## src/rtl/data_sweep_master.sv

```systemverilog
// Read-only bus initiator: sweeps a word range from data memory and folds it
// into a rotate-XOR signature, with at most two requests outstanding.
module data_sweep_master #(
  parameter int ADDR_WIDTH  = 32,
  parameter int DATA_WIDTH  = 32,
  parameter int COUNT_WIDTH = 16
) (
  input  logic                   clk,
  input  logic                   rst_n,
  input  logic                   start_i,
  input  logic [ADDR_WIDTH-1:0]  base_addr_i,
  input  logic [COUNT_WIDTH-1:0] word_count_i,
  output logic                   busy_o,
  output logic                   done_o,
  output logic [DATA_WIDTH-1:0]  checksum_o,
  output logic                   err_o,
  output logic                   data_req_o,
  input  logic                   data_gnt_i,
  input  logic                   data_rvalid_i,
  output logic                   data_we_o,
  output logic [3:0]             data_be_o,
  output logic [ADDR_WIDTH-1:0]  data_addr_o,
  output logic [DATA_WIDTH-1:0]  data_wdata_o,
  input  logic [DATA_WIDTH-1:0]  data_rdata_i,
  input  logic                   data_err_i
);

  localparam logic [1:0] IDLE = 2'd0;
  localparam logic [1:0] RUN  = 2'd1;
  localparam logic [1:0] DONE = 2'd2;

  logic [1:0]             state;
  logic [ADDR_WIDTH-1:0]  base;
  logic [COUNT_WIDTH-1:0] count;
  logic [COUNT_WIDTH-1:0] issued;
  logic [COUNT_WIDTH-1:0] received;
  logic [1:0]             outstanding;
  logic [DATA_WIDTH-1:0]  checksum;
  logic                   err;

  logic                   running;
  logic                   fire;
  logic                   resp;
  logic                   last_resp;
  logic [COUNT_WIDTH:0]   received_inc;
  logic [ADDR_WIDTH-1:0]  offset;

  assign running      = (state == RUN);
  assign data_req_o   = running && (issued < count) && (outstanding < 2'd2);
  assign fire         = data_req_o && data_gnt_i;
  assign resp         = running && data_rvalid_i;
  assign received_inc = {1'b0, received} + {{COUNT_WIDTH{1'b0}}, 1'b1};
  // Finishing on the final response itself keeps done one cycle after the last rvalid.
  assign last_resp    = resp && (received_inc == {1'b0, count});
  assign offset       = ADDR_WIDTH'({issued, 2'b00});

  assign data_addr_o  = base + offset;
  assign data_we_o    = 1'b0;
  assign data_be_o    = 4'b1111;
  assign data_wdata_o = '0;
  assign busy_o       = running;
  assign done_o       = (state == DONE);
  assign checksum_o   = checksum;
  assign err_o        = err;

  always_ff @(posedge clk) begin
    if (!rst_n) begin
      state       <= IDLE;
      base        <= '0;
      count       <= '0;
      issued      <= '0;
      received    <= '0;
      outstanding <= '0;
      checksum    <= '0;
      err         <= 1'b0;
    end else begin
      case (state)
        IDLE: begin
          if (start_i) begin
            base        <= base_addr_i & ~ADDR_WIDTH'(3);
            count       <= word_count_i;
            issued      <= '0;
            received    <= '0;
            outstanding <= '0;
            checksum    <= '0;
            err         <= 1'b0;
            state       <= (word_count_i == '0) ? DONE : RUN;
          end
        end
        RUN: begin
          if (fire) begin
            issued <= issued + COUNT_WIDTH'(1);
          end
          case ({fire, resp})
            2'b10:   outstanding <= outstanding + 2'd1;
            2'b01:   outstanding <= outstanding - 2'd1;
            default: outstanding <= outstanding;
          endcase
          if (resp) begin
            received <= received_inc[COUNT_WIDTH-1:0];
            // Errored words are skipped so the signature only covers good data.
            if (data_err_i) begin
              err <= 1'b1;
            end else begin
              checksum <= {checksum[DATA_WIDTH-2:0], checksum[DATA_WIDTH-1]} ^ data_rdata_i;
            end
            if (last_resp) begin
              state <= DONE;
            end
          end
        end
        DONE:    state <= IDLE;
        default: state <= IDLE;
      endcase
    end
  end

endmodule
```

## config.mk

```make
export PLATFORM = sky130hd
export DESIGN_NAME = data_sweep_master
export DESIGN_NICKNAME = d
export VERILOG_FILES = /design/src/rtl/data_sweep_master.sv
export SDC_FILE = /design/constraint.sdc
export NUM_CORES = 1
export LEC_CHECK = 0
export ABC_CLOCK_PERIOD_IN_PS = 3100
export BUFFER_PORTS_ARGS = -buffer_cell sky130_fd_sc_hd__buf_2
export CAP_MARGIN = 10
export CORE_ASPECT_RATIO = 1.25
export CORE_MARGIN = 2
export CORE_UTILIZATION = 27
export CTS_CLUSTER_SIZE = 24
export DETAILED_ROUTE_END_ITERATION = 6
export PLACE_DENSITY = 0.44
export RECOVER_POWER = 50
export SLEW_MARGIN = 20
export SYNTH_ARGS = -nofsm -noshare
export SYNTH_HDL_FRONTEND = slang
export SYNTH_SLANG_ARGS = --single-unit
```

## constraint.sdc

```tcl
create_clock -name clk -period 3.1 [get_ports clk]
set_input_delay 0.62 -clock clk [delete_from_list [all_inputs] [get_ports clk]]
set_output_delay 0.62 -clock clk [all_outputs]
set_load 0.1 [all_outputs]
```

=== Yosys cells after proc, flatten, opt, wreduce, memory -nomap -nowiden ===
Index checks and enable logic that the tools add are counted.

* Bits in registers: 115
* Input port bits: 86

* $add $sub $neg: 5
* Magnitude comparators: 2
* Eq/ne operators: 12
* Mux-type cells: 21
* Bitwise operators: 1
* Reduce and logical (&&, ||, !) cells: 15

{| class="wikitable"
|+ Operators with widths
! operator !! count
|-
| $mux W32 || 3
|-
| $pmux W16 S2 || 2
|-
| $pmux W32 S2 || 1
|-
| $mux W16 || 3
|-
| $add A32 B18 Y32 || 1
|-
| $xor A32 B32 Y32 || 1
|-
| $add A16 B1 Y17 const B || 1
|-
| $eq A17 B16 Y1 || 1
|-
| $add A16 B1 Y16 const B || 1
|-
| $logic_not A16 Y1 || 1
|-
| $lt A16 B16 Y1 || 1
|-
| $pmux W2 S2 || 3
|-
| $reduce_and A3 Y1 || 4
|-
| $mux W2 || 5
|-
| $reduce_and A4 Y1 || 2
|-
| $ne A2 B1 Y1 const B || 3
|-
| $ne A2 B2 Y1 const B || 3
|-
| $logic_and A1 B1 Y1 || 5
|-
| $eq A2 B1 Y1 const B || 2
|-
| $eq A2 B2 Y1 const B || 2
|-
| $mux W1 || 3
|-
| $ne A3 B1 Y1 const B || 1
|-
| $add A2 B1 Y2 const B || 1
|-
| $logic_not A2 Y1 || 1
|-
| other kinds (5) || 5
|}

=== Logic depth before layout (Yosys ltp) ===
Gate-level depths: netlist of the first run.

* Depth in word-level cells: 7
* Mapped depth: 10
* Depth with buffers taken out: 10

=== Worst setup path before layout of the first run ===
OpenSTA, ideal clock, no wires.

* Path type: reg-to-output
* Start: register issued[0]
* End: output port data_addr_o[22]
* Arrival: 3.494 ns
* Setup slack: -1.014 ns
* Stages on the path, launching flop included: 11
* Path buffers: 0
* Cell sequence: dfxtp_1 -> ha_1 -> inv_1 -> fa_1 -> nor2b_1 -> o21a_1 -> o21a_1 -> o21ai_0 -> a21oi_1 -> o21ai_0 -> xnor2_1

* Cells in the longest elaborated chain, start to end: 1

{| class="wikitable"
|+ Ends and longest elaborated chain
! what !! line !! source
|-
| start: declaration || 35 || <nowiki>logic [COUNT_WIDTH-1:0] issued;</nowiki>
|-
| start signal: assignment || 92 || <nowiki>issued <= issued + COUNT_WIDTH'(1);</nowiki>
|-
| $add A32 B18 Y32 || 57 || <nowiki>assign data_addr_o = base + offset;</nowiki>
|-
| end: declaration || 22 || <nowiki>output logic [ADDR_WIDTH-1:0] data_addr_o,</nowiki>
|}

Every way passes these cells.

=== Worst setup path in the final report of the first run ===
* Start: register base[2]
* End: output port data_addr_o[24]

* Cells in the longest elaborated chain, start to end: 1

{| class="wikitable"
|+ Ends and longest elaborated chain
! what !! line !! source
|-
| start: declaration || 33 || <nowiki>logic [ADDR_WIDTH-1:0] base;</nowiki>
|-
| start signal: assignment || 80 || <nowiki>base <= base_addr_i & ~ADDR_WIDTH'(3);</nowiki>
|-
| $add A32 B18 Y32 || 57 ||
|}

Every way passes these cells.

==> out/qor.txt, run 1 <==
endpoints failing hold = 0
Reg clk slew, reported paths = 0.06 ns
multi-input logic area = 5040 µm²
Worst slew margin = 16.4%
Buffers on Ports = 149
GR Util All Layers = 15.2%
Worst path max stage delay = 0.35 ns
Worst-Skew Late Latency = 0.41 ns
Final Net Count = 1220
Root Driver = clkbuf_16
half-perimeter wire length after placement = 15.4 mm
initial antenna violation count = 1
full die area = 27800 µm²
DR pass1 iterations = 5
crit path max-delay cell type = dfxtp_2
Min Hold Slack = 0.442 ns
CP Cell Sequence = ha_4 > inv_2 > fa_2 > nor2b_1 > o21a_1 > o21a_4 > o21ai_4 > a21oi_2 > buf_6 > o21ai_4 > xnor2_4 > buf_12
final setup vio count = 21
Fill cells = 2756
die width = 150 µm
Max Fclk = 0.299 GHz
row cnt = 66
via count = 6720
violation count after the first detailed-route iteration = 333
gpl congestion = 0.794
number of buffers created by CTS = 17
Post-Route Skew = 0.00878 ns
WL/cell = 14.2 µm
most frequent CP cell = o21ai_4
worst path arrival time = 2.73 ns
RSZ-0062 raised after global routing = true
fin util = 38.4%
worst min path class = in2reg
clock period minus worst slack = 3.35 ns
Worst-Margin Slew = 1.25 ns
most numerous cell in the Yosys netlist = nand2_1
VDD IR max = 0.348 mV
Yosys top cell area share = 32.2%
failing checks = setup timing
CTS tree = built
DRC violations left = 0
number of synthesized register bits = 115
EDFF count, synth = 0
vias per cell = 4.62
status = finished with violations
Top Family by Delay on Critical Path = compound AO/OA/AOI/OAI gates
DP Cell Count = 1412
Synth Flop Type = dfxtp_1
top cells by count, synth = 139 x nand2_1, 115 x dfxtp_1, 105 x a21oi_1, 69 x xnor2_1, 60 x nor2_1
Area Growth Syn to Fin = 40.1%
CTS sink count = 115
MaxCap Viol Count = 0
Startpoint Class = register
WP data required = 2.48 ns
post-synthesis cell area = 7160 µm²
share of post-route cells with drive strength above 1 = 27.6%
Mean Syn Cell Area = 7.73 µm²
# IOs = 191
WP buf/inv = 3
part of the cycle the worst path needs = 108%
top cells by area, synth = dfxtp_1 32%, xnor2_1 8.4%, a21oi_1 7.3%
die height = 186 µm
Post-synth ARST share = 0%
Post-Synthesis Cells = 926
Synth cell types = 66
Yosys top cell by area = dfxtp_1
leakage dissipation = 4.07 nW
H-tree depth = 4
max-slew violations = 0
crit-path max FO = 4
WS Path Type = reg2out
Reg area = 2310 µm²
first-pass GRT wire length = 33.6 mm
CP Capture Type = primary output
Seq/Total Area, Yosys = 32.2%
Initial Util = 27.4%
setup ws final = -0.246 ns
Routed WL = 20.7 mm
DRT antenna net count = 0
Antenna diodes = 0
PD cells = 499 nW/µm²
Layout Cells excl Fill = 1453
Clock Tree Buf Depth = 2
synthesis warning total = 0
core region area = 26100 µm²
vias in the first global route = 6600
pin count of the biggest net entering global routing = 65
grt ovf = 0
cells by family after synthesis:
kind of cell | share of synthesized area [%]
xor+xnor | 10.5
other cells | 0.105
fa+ha+maj | 6.05
flops | 32.2
buf+inv | 8.13
compound gates | 17.0
simple gates | 25.4
mux | 0.716
final cells by class:
type / count / share of cell area (%)
multi-input cells: 736 / 50.3
flip-flops and latches: 115 / 23.1
repair buffers: 206 / 15.5
clock buffers: 18 / 4.49
well taps: 340 / 4.24
clock inverters: 14 / 1.51
inverters: 24 / 0.898
placed cells by master, fill, tap and decap left out, drive strengths merged, types with 4 or more instances in the layout:
cell and instances:
nand4 12, clkinv 7, nand3 30, a22oi 4
nor4 11, ha 33, a21oi 106, mux2i 4
o21ai 29, xnor2 69, nand2 139, clkbuf 43
conb 39, a21boi 15, nor3 45, xor2 17
a21o 6, and2 6, a211oi 4, buf 181
and3 13, inv 27, dfxtp 115, o211ai 6
o21a 9, nor2 60, nor2b 42, or2 4
through the flow:
stage / cell area, µm² / setup slack (ns) / setup TNS (ns) / total power, W
after floorplan: 7710 / -0.237 / -0.727 / 0.00271
after global placement: 9150 / -0.150 / -0.248 / 0.00302
after detailed placement: 9150 / -0.145 / -0.233 / 0.00302
after CTS: 10000 / -0.284 / -4.31 / 0.00509
after global routing: 10000 / -0.367 / -6.14 / 0.00523
final: 10000 / -0.246 / -3.53 / 0.00500
report_power, final:
group          leakage (nW)  switching [W]  internal, W
Combinational          2.84       0.000987     0.000371
Sequential            0.940      0.0000760      0.00155
Clock                 0.292       0.000781      0.00124
registers in the layout (all words and copies together) (netlist names):
name / cells
received: 16
checksum_o: 32
state: 2
outstanding: 2
count: 16
err_o: 1
base: 30
issued: 16
worst reg2reg max path, cell delays in order (launching register included):
cell and delay [ns]:
dfxtp_1 0.39, inv_1 0.07, ha_1 0.35, nand4_1 0.15, nor2_1 0.25, nand3_1 0.18
o211ai_4 0.48, xor2_1 0.15, or3_1 0.32, a31oi_1 0.15
repair_timing:
item / in CTS / in global routing
hold buffers: 0 / 0
resized for setup: 48 / 9
setup endpoints to repair: 24 / 24
buffers inserted: 8 / 2
pin swaps: 31 / 15
metal layers:
layer,up-vias,share of wire (%),global-route usage [%]
li1,3438,-,-
met1,3117,42,17.7
met2,143,53,27.9
met3,20,4.1,3.06
met4,2,1.6,4.34
met5,-,0.063,0
worst paths after layout:
| kind | cells after the start | start | slack, ns | to |
|---|---|---|---|---|
| min reg2reg | 2 | base[17] | 0.46 | base[17] |
| min | 3 | base_addr_i[2] | 0.44 | base[2] |
| max reg2reg | 9 | count[15] | 0.54 | outstanding[0] |
| max | 12 | base[2] | -0.25 | data_addr_o[24] |
No activity file was read; power rests on OpenSTA's default activity.
==> inputs of run 2 (changes only) <==
--- a/config.mk
+++ b/config.mk
@@ -13,8 +13,9 @@
 export CORE_UTILIZATION = 27
 export CTS_CLUSTER_SIZE = 24
 export DETAILED_ROUTE_END_ITERATION = 6
+export GPL_ROUTABILITY_DRIVEN = 0
 export PLACE_DENSITY = 0.44
-export RECOVER_POWER = 50
+export RECOVER_POWER = 25
 export SLEW_MARGIN = 20
 export SYNTH_ARGS = -nofsm -noshare
 export SYNTH_HDL_FRONTEND = slang
==> out/qor.txt, run 2 (same netlist as run 1, synthesis figures left out) <==
multi-input logic area = 5040 µm²
failing checks = setup timing
WL/cell = 14.2 µm
CP Capture Type = primary output
DR pass1 iterations = 5
die height = 186 µm
Routed WL = 20.7 mm
r2r worst-path depth = 9
share of post-route cells with drive strength above 1 = 29.6%
final setup vio count = 21
Clock Tree Buf Depth = 2
WP buf/inv = 3
Startpoint Class = register
via count = 6725
CTS tree = built
WS Path Type = reg2out
grt ovf = 0
RSZ-0062 raised after global routing = true
leakage dissipation = 4.16 nW
number of buffers created by CTS = 17
Worst-Skew Late Latency = 0.41 ns
initial antenna violation count = 1
row cnt = 66
R2R setup slack = 0.54 ns
Worst path max stage delay = 0.35 ns
GR Util All Layers = 15.2%
fin util = 38.6%
worst min path class = in2reg
clock period minus worst slack = 3.35 ns
H-tree depth = 4
crit-path max FO = 4
PD cells = 498 nW/µm²
MaxCap Viol Count = 0
WP data required = 2.48 ns
pin count of the biggest net entering global routing = 65
CP Cell Sequence = ha_4 > inv_2 > fa_2 > nor2b_1 > o21a_1 > o21a_4 > o21ai_4 > a21oi_2 > buf_6 > o21ai_4 > xnor2_4 > buf_12
Worst slew margin = 15.5%
VDD IR max = 0.347 mV
hold depth = 3
endpoints failing hold = 0
Layout Cells excl Fill = 1453
Power Total = 0.00501 W
DRC violations left = 0
die width = 150 µm
CTS Hold Bufs = 0
number of flip-flops in the largest register = 32
commonest non-fill, non-tap cell in the layout = nand2_1
status = finished with violations
Reg area = 2310 µm²
Max Fclk = 0.299 GHz
half-perimeter wire length after placement = 15.4 mm
full die area = 27800 µm²
Fill cells = 2745
worst path arrival time = 2.73 ns
Area Growth Syn to Fin = 40.5%
setup ws final = -0.247 ns
Root Driver = clkbuf_16
first-pass GRT wire length = 33.6 mm
Antenna diodes = 0
Reg-to-Reg End = outstanding[0]
hold wc startpoint = base_addr_i[2]
Worst-Margin Slew = 1.27 ns
core region area = 26100 µm²
DP Cell Count = 1412
most frequent CP cell = o21ai_4
Min Hold Slack = 0.442 ns
vias per cell = 4.63
Reg clk slew, reported paths = 0.06 ns
crit path max-delay cell type = dfxtp_2
max-slew violations = 0
most frequent cells in the layout = 138 x nand2_1, 123 x buf_2, 107 x dfxtp_1, 99 x a21oi_1, 56 x xnor2_1
# IOs = 191
vias in the first global route = 6600
Critical R2R Launch = count[15]
Final Net Count = 1220
Top Family by Delay on Critical Path = compound AO/OA/AOI/OAI gates
CTS sink count = 115
worst hold endpoint = base[2]
Buffers on Ports = 149
Initial Util = 27.4%
Post-Route Skew = 0.00724 ns
DRT antenna net count = 0
part of the cycle the worst path needs = 108%
violation count after the first detailed-route iteration = 322
run 2: through the flow:
| step | setup TNS (ns) | setup WS [ns] | cell area [µm²] |
|---|---|---|---|
| 3_5_place_dp | -0.233 | -0.145 | 9150 |
| 5_1_grt | -6.14 | -0.367 | 10100 |
| 2_1_floorplan | -0.727 | -0.237 | 7710 |
| 6_report | -3.55 | -0.247 | 10100 |
| 3_3_place_gp | -0.248 | -0.150 | 9150 |
| 4_1_cts | -4.31 | -0.284 | 10000 |
run 2: per-layer routing:
layer	GRT usage, %	up-vias	routed length, µm
li1	-	3442	-
met3	3.06	20	861
met5	0	-	13
met4	4.34	2	328
met2	27.9	147	10900
met1	17.7	3114	8600
run 2: worst max path at each step:
stage	start	to	slack, ns	depth (start not counted)
floorplan	issued[0]	data_addr_o[22]	-0.24	10
global placement	base[3]	data_addr_o[17]	-0.15	9
detailed placement	base[3]	data_addr_o[17]	-0.14	9
CTS	issued[1]	data_addr_o[17]	-0.28	10
global route	issued[1]	data_addr_o[17]	-0.37	10
finish	base[2]	data_addr_o[24]	-0.25	12
run 2: area by class of cell:
| class | instances | share of cell area (%) |
|---|---|---|
| well taps | 340 | 4.23 |
| clock buffers | 18 | 4.48 |
| inverters | 24 | 0.896 |
| multi-input cells | 736 | 50.1 |
| repair buffers | 206 | 15.8 |
| clock inverters | 14 | 1.50 |
| flip-flops and latches | 115 | 23.0 |
run 2: power breakdown:
part | switching (W) | internal, W
registers | 0.0000757 | 0.00155
logic | 0.000988 | 0.000376
clock network | 0.000782 | 0.00124
total | 0.00185 | 0.00316
run 2: repair_timing:
action	CTS	global route
gates cloned	0	0
pin swaps	31	15
setup endpoints to repair	24	24
gates resized for setup	48	9
setup buffers	8	2
run 2: worst reg2reg max path: stages, from the launching register on:
cell and delay [ns]:
dfxtp_1 0.39, inv_1 0.07, ha_1 0.35, nand4_1 0.15
nor2_1 0.25, nand3_1 0.18, o211ai_4 0.47, xor2_1 0.16
or3_1 0.32, a31oi_1 0.16
==> inputs of run 3 (changes only) <==
--- a/config.mk
+++ b/config.mk
@@ -5,7 +5,7 @@
 export SDC_FILE = /design/constraint.sdc
 export NUM_CORES = 1
 export LEC_CHECK = 0
-export ABC_CLOCK_PERIOD_IN_PS = 3100
+export ABC_CLOCK_PERIOD_IN_PS = 2700
 export BUFFER_PORTS_ARGS = -buffer_cell sky130_fd_sc_hd__buf_2
 export CAP_MARGIN = 10
 export CORE_ASPECT_RATIO = 1.25
@@ -14,7 +14,7 @@
 export CTS_CLUSTER_SIZE = 24
 export DETAILED_ROUTE_END_ITERATION = 6
 export GPL_ROUTABILITY_DRIVEN = 0
-export PLACE_DENSITY = 0.44
+export PLACE_DENSITY = 0.45
 export RECOVER_POWER = 25
 export SLEW_MARGIN = 20
 export SYNTH_ARGS = -nofsm -noshare
==> constraint.sdc (replaced) <==
create_clock -name clk -period 2.7 [get_ports clk]
set_input_delay 0.54 -clock clk [delete_from_list [all_inputs] [get_ports clk]]
set_output_delay 0.54 -clock clk [all_outputs]
set_load 0.1 [all_outputs]
==> out/qor.txt, run 3 (same netlist as run 1, synthesis figures left out) <==
GR Util All Layers = 15.4%
vias per cell = 4.57
Critical R2R Launch = state[0]
failing checks = setup timing
pin count of the biggest net entering global routing = 65
Area Growth Syn to Fin = 47.4%
fin util = 40.4%
DR pass1 iterations = 5
Layout Cells excl Fill = 1488
status = finished with violations
PD cells = 549 nW/µm²
setup ws final = -0.633 ns
violation count after the first detailed-route iteration = 241
grt ovf = 0
core region area = 26100 µm²
Placed Area = 9600 µm²
Reg clk slew, reported paths = 0.06 ns
number of buffers created by CTS = 17
final setup vio count = 24
Routed WL = 21.2 mm
DP Cell Count = 1448
multi-input logic area = 5220 µm²
number of flip-flops in the largest register = 32
Setup TNS = -11.28 ns
Final Net Count = 1255
WP data required = 2.16 ns
Fill cells = 2717
r2r worst-path depth = 11
Buffers on Ports = 149
half-perimeter wire length after placement = 16.1 mm
leakage dissipation = 4.36 nW
fin area = 10600 µm²
DRT antenna net count = 0
worst path arrival time = 2.79 ns
first-pass GRT wire length = 34.0 mm
Max Fclk = 0.300 GHz
RSZ-0062 raised after global routing = true
via count = 6795
post-place setup slack = -0.391 ns
hold wc startpoint = base_addr_i[3]
CTS tree = built
initial antenna violation count = 1
worst min path class = in2reg
hold depth = 3
Clock Tree Buf Depth = 2
part of the cycle the worst path needs = 123%
Worst-Skew Late Latency = 0.41 ns
die height = 186 µm
commonest non-fill, non-tap cell in the layout = nand2_1
Root Driver = clkbuf_16
DRC violations left = 0
Initial Util = 27.4%
VDD IR max = 0.405 mV
vias in the first global route = 6559
Reg area = 2340 µm²
max-slew violations = 0
Antenna diodes = 0
# IOs = 191
WS Path Type = reg2out
WL/cell = 14.2 µm
full die area = 27800 µm²
Worst slew margin = 21.2%
CTS sink count = 115
H-tree depth = 4
clock period minus worst slack = 3.33 ns
row cnt = 66
CP startpoint = issued[0]
share of post-route cells with drive strength above 1 = 33.8%
die width = 150 µm
crit-path max FO = 4
most frequent cells in the layout = 137 x nand2_1, 117 x buf_2, 98 x dfxtp_1, 95 x a21oi_1, 81 x buf_4
CP Capture Type = primary output
Startpoint Class = register
MaxCap Viol Count = 0
Post-Route Skew = 0.0126 ns
endpoints failing hold = 0
Worst-Margin Slew = 1.19 ns
CTS Hold Bufs = 0
[run 3: cell type report]
class | instances | area share, %
Sequential cell | 115 | 22.1
Timing Repair Buffer | 241 | 17.8
Inverter | 24 | 0.877
Multi-Input combinational cell | 736 | 49.5
Clock buffer | 17 | 4.03
Clock inverter | 15 | 1.59
Tap cell | 340 | 4.03
[run 3: path summary, 6_finish.rpt]
path | to | slack, ns
setup / recovery | data_addr_o[16] | -0.63
setup reg to reg | checksum_o[2] | 0.04
hold reg to reg | base[17] | 0.46
hold / removal | base[3] | 0.36
[run 3: stage by stage]
stage               total power, W  hold slack, ns
global placement           0.00351           0.450
global route               0.00606           0.353
detailed placement         0.00352           0.456
floorplan                  0.00312           0.441
finish                     0.00579           0.360
CTS                        0.00589           0.327
[run 3: worst max-delay path, stage by stage (launching register included)]
cell	delay (ns)
dfxtp_2	0.33
ha_4	0.17
inv_4	0.05
fa_2	0.20
nor2b_2	0.04
o21a_1	0.18
o21a_1	0.21
buf_6	0.14
o21ai_4	0.20
a21oi_4	0.09
or4b_4	0.50
nand3_4	0.08
buf_12	0.17
[run 3: where the power goes]
part	switching, W	internal, W	total [W]
Clock	0.000910	0.00139	0.00230
Combinational	0.00116	0.000477	0.00164
Sequential	0.0000833	0.00178	0.00186
Total	0.00216	0.00364	0.00579
[run 3: timing repair]
action | in CTS | in global routing
endpoints found under the setup margin | 26 | 26
resized for setup | 47 | 30
pin swaps | 28 | 30
hold endpoints to repair | 0 | 0
buffers inserted | 6 | 5
[run 3: per-layer routing]
metal	part of all wire [%]	vias to the layer above	wire length [µm]	GRT usage [%]
met5	0.061	-	13	0
met4	1.2	2	254	4.15
met3	3.7	16	774	2.75
met2	53	127	11100	28.8
met1	42	3145	8980	17.9
li1	-	3505	-	-
